==> config.mk <==
export PLATFORM = sky130hd
export DESIGN_NAME = fp_move_unit
export DESIGN_NICKNAME = d
export VERILOG_FILES = /design/src/rtl/fp_move_pkg.sv /design/src/rtl/fp_move_fifo.sv /design/src/rtl/fp_move_unit.sv
export SDC_FILE = /design/constraint.sdc
export NUM_CORES = 1
export LEC_CHECK = 0
export CORE_MARGIN = 3
export CORE_UTILIZATION = 35
export CTS_CLUSTER_DIAMETER = 100
export DETAILED_ROUTE_END_ITERATION = 8
export PLACE_DENSITY = 0.59
export SLEW_MARGIN = 20
export SYNTH_ARGS = -nofsm -noshare
export SYNTH_HDL_FRONTEND = slang
export SYNTH_HIERARCHICAL = 1
export SYNTH_SLANG_ARGS = --single-unit
==> constraint.sdc <==
create_clock -name CLK -period 7.25 [get_ports CLK]
set_input_delay 1.0875 -clock CLK [delete_from_list [all_inputs] [get_ports CLK]]
set_output_delay 1.0875 -clock CLK [all_outputs]
set_load 0.02 [all_outputs]
==> src/rtl/fp_move_pkg.sv <==
// Shared types for the FP move unit: op encoding, NaN-box pattern, queued result entry.
// Latency: n/a (types and constants only).
// Backpressure: n/a.
package fp_move_pkg;

    typedef enum logic [1:0] {
        FMV_W_X = 2'b00,   // int -> FP, single (NaN-boxed)
        FMV_X_W = 2'b01,   // FP -> int, single (sign-extended)
        FMV_D_X = 2'b10,   // int -> FP, double
        FMV_X_D = 2'b11    // FP -> int, double
    } fp_move_op_e;

    // Upper half forced to ones when a single is written into a 64-bit FP register.
    localparam logic [63:0] NAN_BOX = 64'hFFFF_FFFF_0000_0000;

    // Entry data is sized for the widest legal configuration; the top trims it to OUT_W.
    typedef struct packed {
        logic [63:0] data;
        logic        to_fp;
        logic        illegal;
    } move_entry_t;

endpackage

==> src/rtl/fp_move_fifo.sv <==
// Generic DEPTH-entry result FIFO with occupancy count, synchronous flush and EN-gated push/pop.
// Latency: a push at edge N is at the head after edge N when the FIFO was empty.
// Backpressure: pushes are dropped when full and pops ignored when empty; flush wins over both.
//
// Ports: CLK/RST clock and async active-low reset, EN freezes all state when low,
// flush clears, push/push_data write the tail, pop removes the head, head/count observe.
module fp_move_fifo
    import fp_move_pkg::*;
#(
    parameter int DEPTH = 2
) (
    input  logic                       CLK,
    input  logic                       RST,
    input  logic                       EN,
    input  logic                       flush,
    input  logic                       push,
    input  move_entry_t                push_data,
    input  logic                       pop,
    output move_entry_t                head,
    output logic [$clog2(DEPTH):0]     count
);

    localparam int AW = $clog2(DEPTH);
    localparam int CW = AW + 1;

    move_entry_t   mem [DEPTH];
    logic [AW-1:0] wr_ptr;
    logic [AW-1:0] rd_ptr;
    logic          push_ok;
    logic          pop_ok;
    logic          do_flush;

    assign do_flush = EN && flush;
    assign push_ok  = EN && !flush && push && (count < CW'(DEPTH));
    assign pop_ok   = EN && !flush && pop && (count != '0);
    assign head     = mem[rd_ptr];

    // Storage needs no reset: the top masks the head whenever count is zero.
    always_ff @(posedge CLK) begin
        if (push_ok) begin
            mem[wr_ptr] <= push_data;
        end
    end

    // DEPTH is a power of two, so pointers wrap by natural overflow.
    always_ff @(posedge CLK or negedge RST) begin
        if (!RST) begin
            wr_ptr <= '0;
            rd_ptr <= '0;
            count  <= '0;
        end else if (do_flush) begin
            wr_ptr <= '0;
            rd_ptr <= '0;
            count  <= '0;
        end else begin
            if (push_ok) begin
                wr_ptr <= wr_ptr + AW'(1);
            end
            if (pop_ok) begin
                rd_ptr <= rd_ptr + AW'(1);
            end
            case ({push_ok, pop_ok})
                2'b10:   count <= count + CW'(1);
                2'b01:   count <= count - CW'(1);
                default: count <= count;
            endcase
        end
    end

endmodule

==> src/rtl/fp_move_unit.sv <==
// RISC-V FMV.{W.X,X.W,D.X,X.D} bit moves with NaN-boxing/sign-extension, queued for writeback.
// Latency: 1 cycle from accept to out_valid (empty queue); 1 op/cycle throughput.
// Backpressure: in_ready drops when the queue is full; no combinational path from out_ready.
//
// Ports: CLK, RST (async active-low), EN (freeze), flush (drop queued results),
// in_valid/in_ready/op/rs_int/rs_fp (issue side), out_valid/out_ready/out_data/out_to_fp/
// out_illegal (writeback side), count (entries queued).
module fp_move_unit
    import fp_move_pkg::*;
#(
    parameter  int XLEN  = 64,
    parameter  int FLEN  = 64,
    parameter  int DEPTH = 2,
    localparam int OUT_W = (XLEN > FLEN) ? XLEN : FLEN
) (
    input  logic                     CLK,
    input  logic                     RST,
    input  logic                     EN,
    input  logic                     flush,
    input  logic                     in_valid,
    output logic                     in_ready,
    input  logic [1:0]               op,
    input  logic [XLEN-1:0]          rs_int,
    input  logic [FLEN-1:0]          rs_fp,
    output logic                     out_valid,
    input  logic                     out_ready,
    output logic [OUT_W-1:0]         out_data,
    output logic                     out_to_fp,
    output logic                     out_illegal,
    output logic [$clog2(DEPTH):0]   count
);

    localparam int  CW   = $clog2(DEPTH) + 1;
    // Double moves need both register files to be 64 bits wide.
    localparam bit  D_OK = (XLEN == 64) && (FLEN == 64);

    fp_move_op_e op_e;
    logic [63:0] int_src;
    logic [63:0] fp_src;
    move_entry_t result;
    move_entry_t head;
    logic        push;
    logic        pop;

    assign op_e    = fp_move_op_e'(op);
    assign int_src = 64'(rs_int);
    assign fp_src  = 64'(rs_fp);

    always_comb begin
        result       = '0;
        result.to_fp = ~op[0];
        case (op_e)
            FMV_W_X: begin
                result.data = {32'h0, int_src[31:0]};
                if (FLEN == 64) begin
                    result.data = result.data | NAN_BOX;
                end
            end
            FMV_X_W: begin
                result.data = {32'h0, fp_src[31:0]};
                if (XLEN == 64) begin
                    result.data[63:32] = {32{fp_src[31]}};
                end
            end
            FMV_D_X: begin
                if (D_OK) result.data    = int_src;
                else      result.illegal = 1'b1;
            end
            FMV_X_D: begin
                if (D_OK) result.data    = fp_src;
                else      result.illegal = 1'b1;
            end
            default: result = '0;
        endcase
    end

    // RST gates in_ready directly so nothing is offered while reset is held.
    assign in_ready  = RST && EN && !flush && (count < CW'(DEPTH));
    assign out_valid = EN && (count != '0);
    assign push      = in_valid && in_ready;
    assign pop       = out_valid && out_ready;

    fp_move_fifo #(
        .DEPTH (DEPTH)
    ) u_fifo (
        .CLK       (CLK),
        .RST       (RST),
        .EN        (EN),
        .flush     (flush),
        .push      (push),
        .push_data (result),
        .pop       (pop),
        .head      (head),
        .count     (count)
    );

    assign out_data    = out_valid ? head.data[OUT_W-1:0] : '0;
    assign out_to_fp   = out_valid && head.to_fp;
    assign out_illegal = out_valid && head.illegal;

endmodule

# After elaboration in Yosys (flattened, before gate mapping)
# Memory sizes are Yosys's and may differ from the RTL's.
# Index checks and enable logic that the tools add are counted.
[totals]
reg_bits = 4
ram_bits = 130
in_bits = 136
output_inout_bits = 70
elab_cells = 45
memories = 1
[classes]
n_addsub = 4
n_lt_le_gt_ge = 1
eq_ne = 5
n_mux = 10
n_bitwise = 1
n_reduce_logical = 20
[memory_table]
columns = ["name", "depth", "word_bits", "rd", "rd_clocked_by_memory_dff", "wr", "line", "text"]
rows = [
  ["u_fifo.mem", 2, 65, 1, 0, 1, "fp_move_fifo.sv:26", "move_entry_t mem [DEPTH];"],
]
[ops]
columns = ["op", "n"]
rows = [
  ["$pmux 64 s4", 1],
  ["$mux 64", 1],
  ["$logic_and 1x1->1", 13],
  ["$eq 2x2->1 const B", 3],
  ["$mux 1", 6],
  ["$reduce_bool 2->1", 3],
  ["$eq 2x1->1 const B", 2],
  ["$pmux 2 s2", 1],
  ["$reduce_bool 3->1", 1],
  ["$add 1x1->1 const B", 2],
  ["$add 2x1->2 const B", 1],
  ["$logic_not 2->1", 1],
  ["$lt 2x2->1 const B", 1],
  ["$mux 2", 1],
  ["$sub 2x1->2 const B", 1],
  ["$logic_and 1x1->1 const B", 1],
  ["$logic_not 1->1", 1],
  ["$not 1->1", 1],
]

# Logic depth before layout (Yosys ltp)
[logic_depth]
word_depth = 9
ltp_mapped = 6
ltp_nobuf = 5

# Cells and area by module
# The synthesis kept the hierarchy.
[modules_own_cells]
columns = ["mod", "n_inst", "cells_per_inst", "area_per_inst_um2", "seq_area_each_um2"]
rows = [
  ["fp_move_fifo", 1, 236, 5118.7, 4063.9],
  ["fp_move_unit", 1, 194, 1735.4, 0.0],
]

# Worst setup path before layout
# No wires, ideal clock.
[synth_path]
path_type = "input to register"
startpoint = "input port flush"
endpoint = "memory u_fifo/mem[0][0] in the netlist's numbering, enable pin"
setup_ns = 0.572
t_arrival_ns = 6.272
required_ns = 6.678
setup_slack_ns = 0.406
stages = 4
n_path_buf = 0
path_cell_list = "and4bb_2 -> and2_1 -> nand2b_4 -> nor3_1"
[synth_via]
elab_chain_len = 8
word_cells_on_any_way = 9
classes_between = "mux: 2; reduce/logical: 7"
[synth_lines]
columns = ["item", "line", "text"]
rows = [
  ["from (decl)", "fp_move_unit.sv:19", "input logic flush,"],
  ["$logic_not 1->1", "fp_move_unit.sv:78", "assign in_ready = RST && EN && !flush && (count < CW'(DEPTH));"],
  ["$logic_and 1x1->1 (2 in series)", "fp_move_unit.sv:78", ""],
  ["$logic_and 1x1->1", "fp_move_unit.sv:80", "assign push = in_valid && in_ready;"],
  ["via push", "fp_move_unit.sv:42", "logic push;"],
  ["$logic_and 1x1->1 (2 in series)", "fp_move_fifo.sv:34", "assign push_ok = EN && !flush && push && (count < CW'(DEPTH));"],
  ["$mux 1", "fp_move_fifo.sv:40", "if (push_ok) begin"],
  ["$mux 1 (implied by the code)", "fp_move_fifo.sv:41", "mem[wr_ptr] <= push_data;"],
  ["to (decl)", "fp_move_fifo.sv:26", ""],
]
# The timed path passes the listed nets, and every way through them passes these cells.

# Worst setup path after layout
[layout_path]
startpoint = "input port EN"
endpoint = "output port out_data[59]"
[layout_via]
elab_chain_len = 2
[layout_lines]
columns = ["item", "line", "text"]
rows = [
  ["from (decl)", "fp_move_unit.sv:18", "input logic EN,"],
  ["$logic_and 1x1->1", "fp_move_unit.sv:79", "assign out_valid = EN && (count != '0);"],
  ["$mux 64", "fp_move_unit.sv:97", "assign out_data = out_valid ? head.data[OUT_W-1:0] : '0;"],
  ["to (decl)", "fp_move_unit.sv:27", "output logic [OUT_W-1:0] out_data,"],
]
# Every way passes these cells.

==> flow_summary.ini <==
[hold_path]
hp-class = reg2reg
whs_endpoint = u_fifo/wr_ptr
min_from = u_fifo/wr_ptr
hold_depth = 2

[route]
wl_per_cell_um = 17.6
dr.max_layer_used = met4
vias = 4214
drt-met1-wl_um = 7230
drtIter0Drc = 156
finalWirelength_um = 15800
vias_per_cell = 4.70
drc_errors = 0
first_pass_iters = 4
wl_met2_um = 7300
postRouteAntennaNets = 0
wl_met3_um = 1030

[clocking]
cts_resized = 0
numCtsBuffers = 17
cts_setup_buffers = 0
cts_tree = done
clock_path_buffers = 2
holdBufCountCts = 0
cts.sinks = 136
htree_num_levels = 4
root_buffer = clkbuf_16
clk_pin_slew_ps = 50
clock_latency_ps = 410

[status]
status = complete, no violations

[cells_and_area]
nets = 761
area_delta_synth_final_pct = 39.8
post-route-util_pct = 50.5
fill_cells = 1672
layout-drive-gt1-share_pct = 25.6
diodes = 0
multi_input_area_um2 = 2520
fin_area_um2 = 9580
regArea_um2 = 4070

[setup_path]
reg2reg_from = u_fifo/count[1]
cp_max_fo = 68
critPathArrivalTime_ps = 3340
r2r_setup_slack_ps = 4810
worstPathRequired_ps = 6160
cp_cell_sequence = clkdlybuf4s50_1 -> o21a_4 -> and2_1 -> clkdlybuf4s50_1
critPathMaxStageDelay_ps = 690
crit_family = buffers and inverters
crit_type = in2out
ff2ff_path_depth = 5
critPathCaptureType = output pin
reg2reg_to = u_fifo/mem[1][57]
start_kind = input pin
critPathMostFrequentCell = clkdlybuf4s50_1
cp_slowest_cell = clkdlybuf4s50_1
path_buf_inv = 2

[placed_design]
dp_hpwl_um = 9980
postPlaceCellArea_um2 = 9000
gp_congestion = 0.721
portBuffers = 205

[timing]
timing.final.crit_period_ps = 4430
rsz0062_at_grt = no
hold_viol_final = 0
slew_violations = 0
slew_headroom_pct = 29.3
fin_tns_setup_ps = 0
max_freq_mhz = 226
fin_crit_sh_pct = 61.0
holdWs_ps = 643
setup_viol = 0
fin_skew_ps = 5.74
worstMarginPinSlew_ps = 1060

[synth]
yosysWarnings = 6
syn_inst = 430
synth.distinct_cells = 36
ys_ff_latch = 136
synth_area_per_cell_um2 = 15.9
synthArstFlopShare_pct = 2.94
synth_edf_count = 132
syn-cell-area_um2 = 6850
synthFlopType = edfxtp_1
synth.yosys.seq_area_share_pct = 59.3

[power_and_ir_drop]
pwr-share-clk_pct = 40.7
p_int_mw = 1.61
p_per_area_nw_per_um2 = 216
p_leak_nw = 3.38
combPwrFrac_pct = 16.3
peakVddDrop_mv = 0.159
p_seq_share_pct = 43.0
swShare_pct = 22.3
power_switching_mw = 0.462

[flow_run]
drv_cap = 0

[floorplan]
design.die.area_um2 = 21300
start_util_pct = 36.2
num_rows = 50
coreArea_um2 = 19000
die_h_um = 146
die_x_um = 146
ioPinCount = 206

[grt]
grt_use_total_pct = 14.9
grt_pass1_wl_um = 24800
grt_pass1_vias = 4549
antenna_found_initial = 0
overflow = 0
grt_max_degree = 69
[cells by family (layout without fill, tap and decap cells)]
kind of cell | Yosys count | after routing | share of synthesized area, %
other cells | 1 | 2 | 0.0547
compound gates | 41 | 41 | 5.09
mux | 130 | 130 | 22.5
flops | 136 | 136 | 59.3
simple gates | 85 | 85 | 8.78
buf+inv | 37 | 243 | 4.25
[final cells by class]
type	instances	share of cell area, %
clock inverter	14	1.65
sequential	136	42.5
inverter	3	0.118
multi-input combinational	258	26.3
timing repair buffer	209	21.7
tap	260	3.40
clock buffer	17	4.44
[per-layer routing]
metal  up-vias  GRT usage (%)
met2       153           23.5
met1      2026           19.7
met3        18           4.48
met5         -              0
met4         0           5.27
li1       2017              -
[layout by cell type (no fill, tap or decap), types with 2 or more instances in the layout]
cell type,instances
o21ai_0,2
conb_1,2
mux2_2,66
clkdlybuf4s50_1,203
clkinv_1,2
a2bb2oi_1,31
inv_1,3
edfxtp_1,132
mux2_4,32
dfrtp_1,3
mux2i_1,32
clkinvlp_4,3
clkbuf_16,17
and2_4,20
and2_1,48
nor3_2,2
buf_4,5
bufinv_16,3
o22ai_1,2
nand2_1,4
clkinv_2,4
[cell usage after synthesis (2+ instances only)]
cell type	number	area, µm²
a2bb2oi_1	31	272
and2_1	48	300
and2_4	20	175
buf_2	13	65.1
buf_4	3	22.5
buf_6	9	101
buf_8	5	75.1
clkbuf_1	3	11.3
dfrtp_1	4	100
edfxtp_1	132	3960
inv_1	3	11.3
mux2_2	66	743
mux2_4	32	480
mux2i_1	32	320
nand2_1	4	15.0
nor3_1	3	15.0
o21ai_0	2	10.0
o22ai_1	2	12.5
[flip-flops by register name, indices dropped and copies added, names as in the netlist]
signal,count
u_fifo/count,2
u_fifo/mem,132
u_fifo/rd_ptr,1
u_fifo/wr_ptr,1
[stage by stage]
step	cells	worst slack [ps]	total power, mW
5_1_grt	897	2660	2.15
4_1_cts	897	2780	2.10
3_5_place_dp	866	2770	1.24
6_report	897	2820	2.07
2_1_floorplan	431	406	1.09
3_3_place_gp	866	2350	1.24
[worst reg2reg max path, stage by stage (launching register included)]
cell	delay (ps)
dfrtp_1	470
and4bb_2	340
and2_1	200
nand2b_4	100
nor3_2	160
buf_4	730
[how the worst max path moves through the flow]
stage,start,to,slack [ps],depth (start not counted)
global route,EN,out_data[59],2660,4
floorplan,flush,u_fifo/mem[0][0],410,4
CTS,EN,out_data[59],2780,4
global placement,EN,out_data[59],2350,4
finish,EN,out_data[59],2820,4
detailed placement,EN,out_data[59],2770,4
[power groups by stage]
stage	registers (mW)	clock network, mW	logic, mW
finish	0.888	0.842	0.337
global route	0.890	0.897	0.362
CTS	0.888	0.865	0.342
detailed placement	0.905	0	0.340
global placement	0.904	0	0.337
floorplan	0.902	0	0.184
Note: power is estimated with default switching activity, not from simulation.
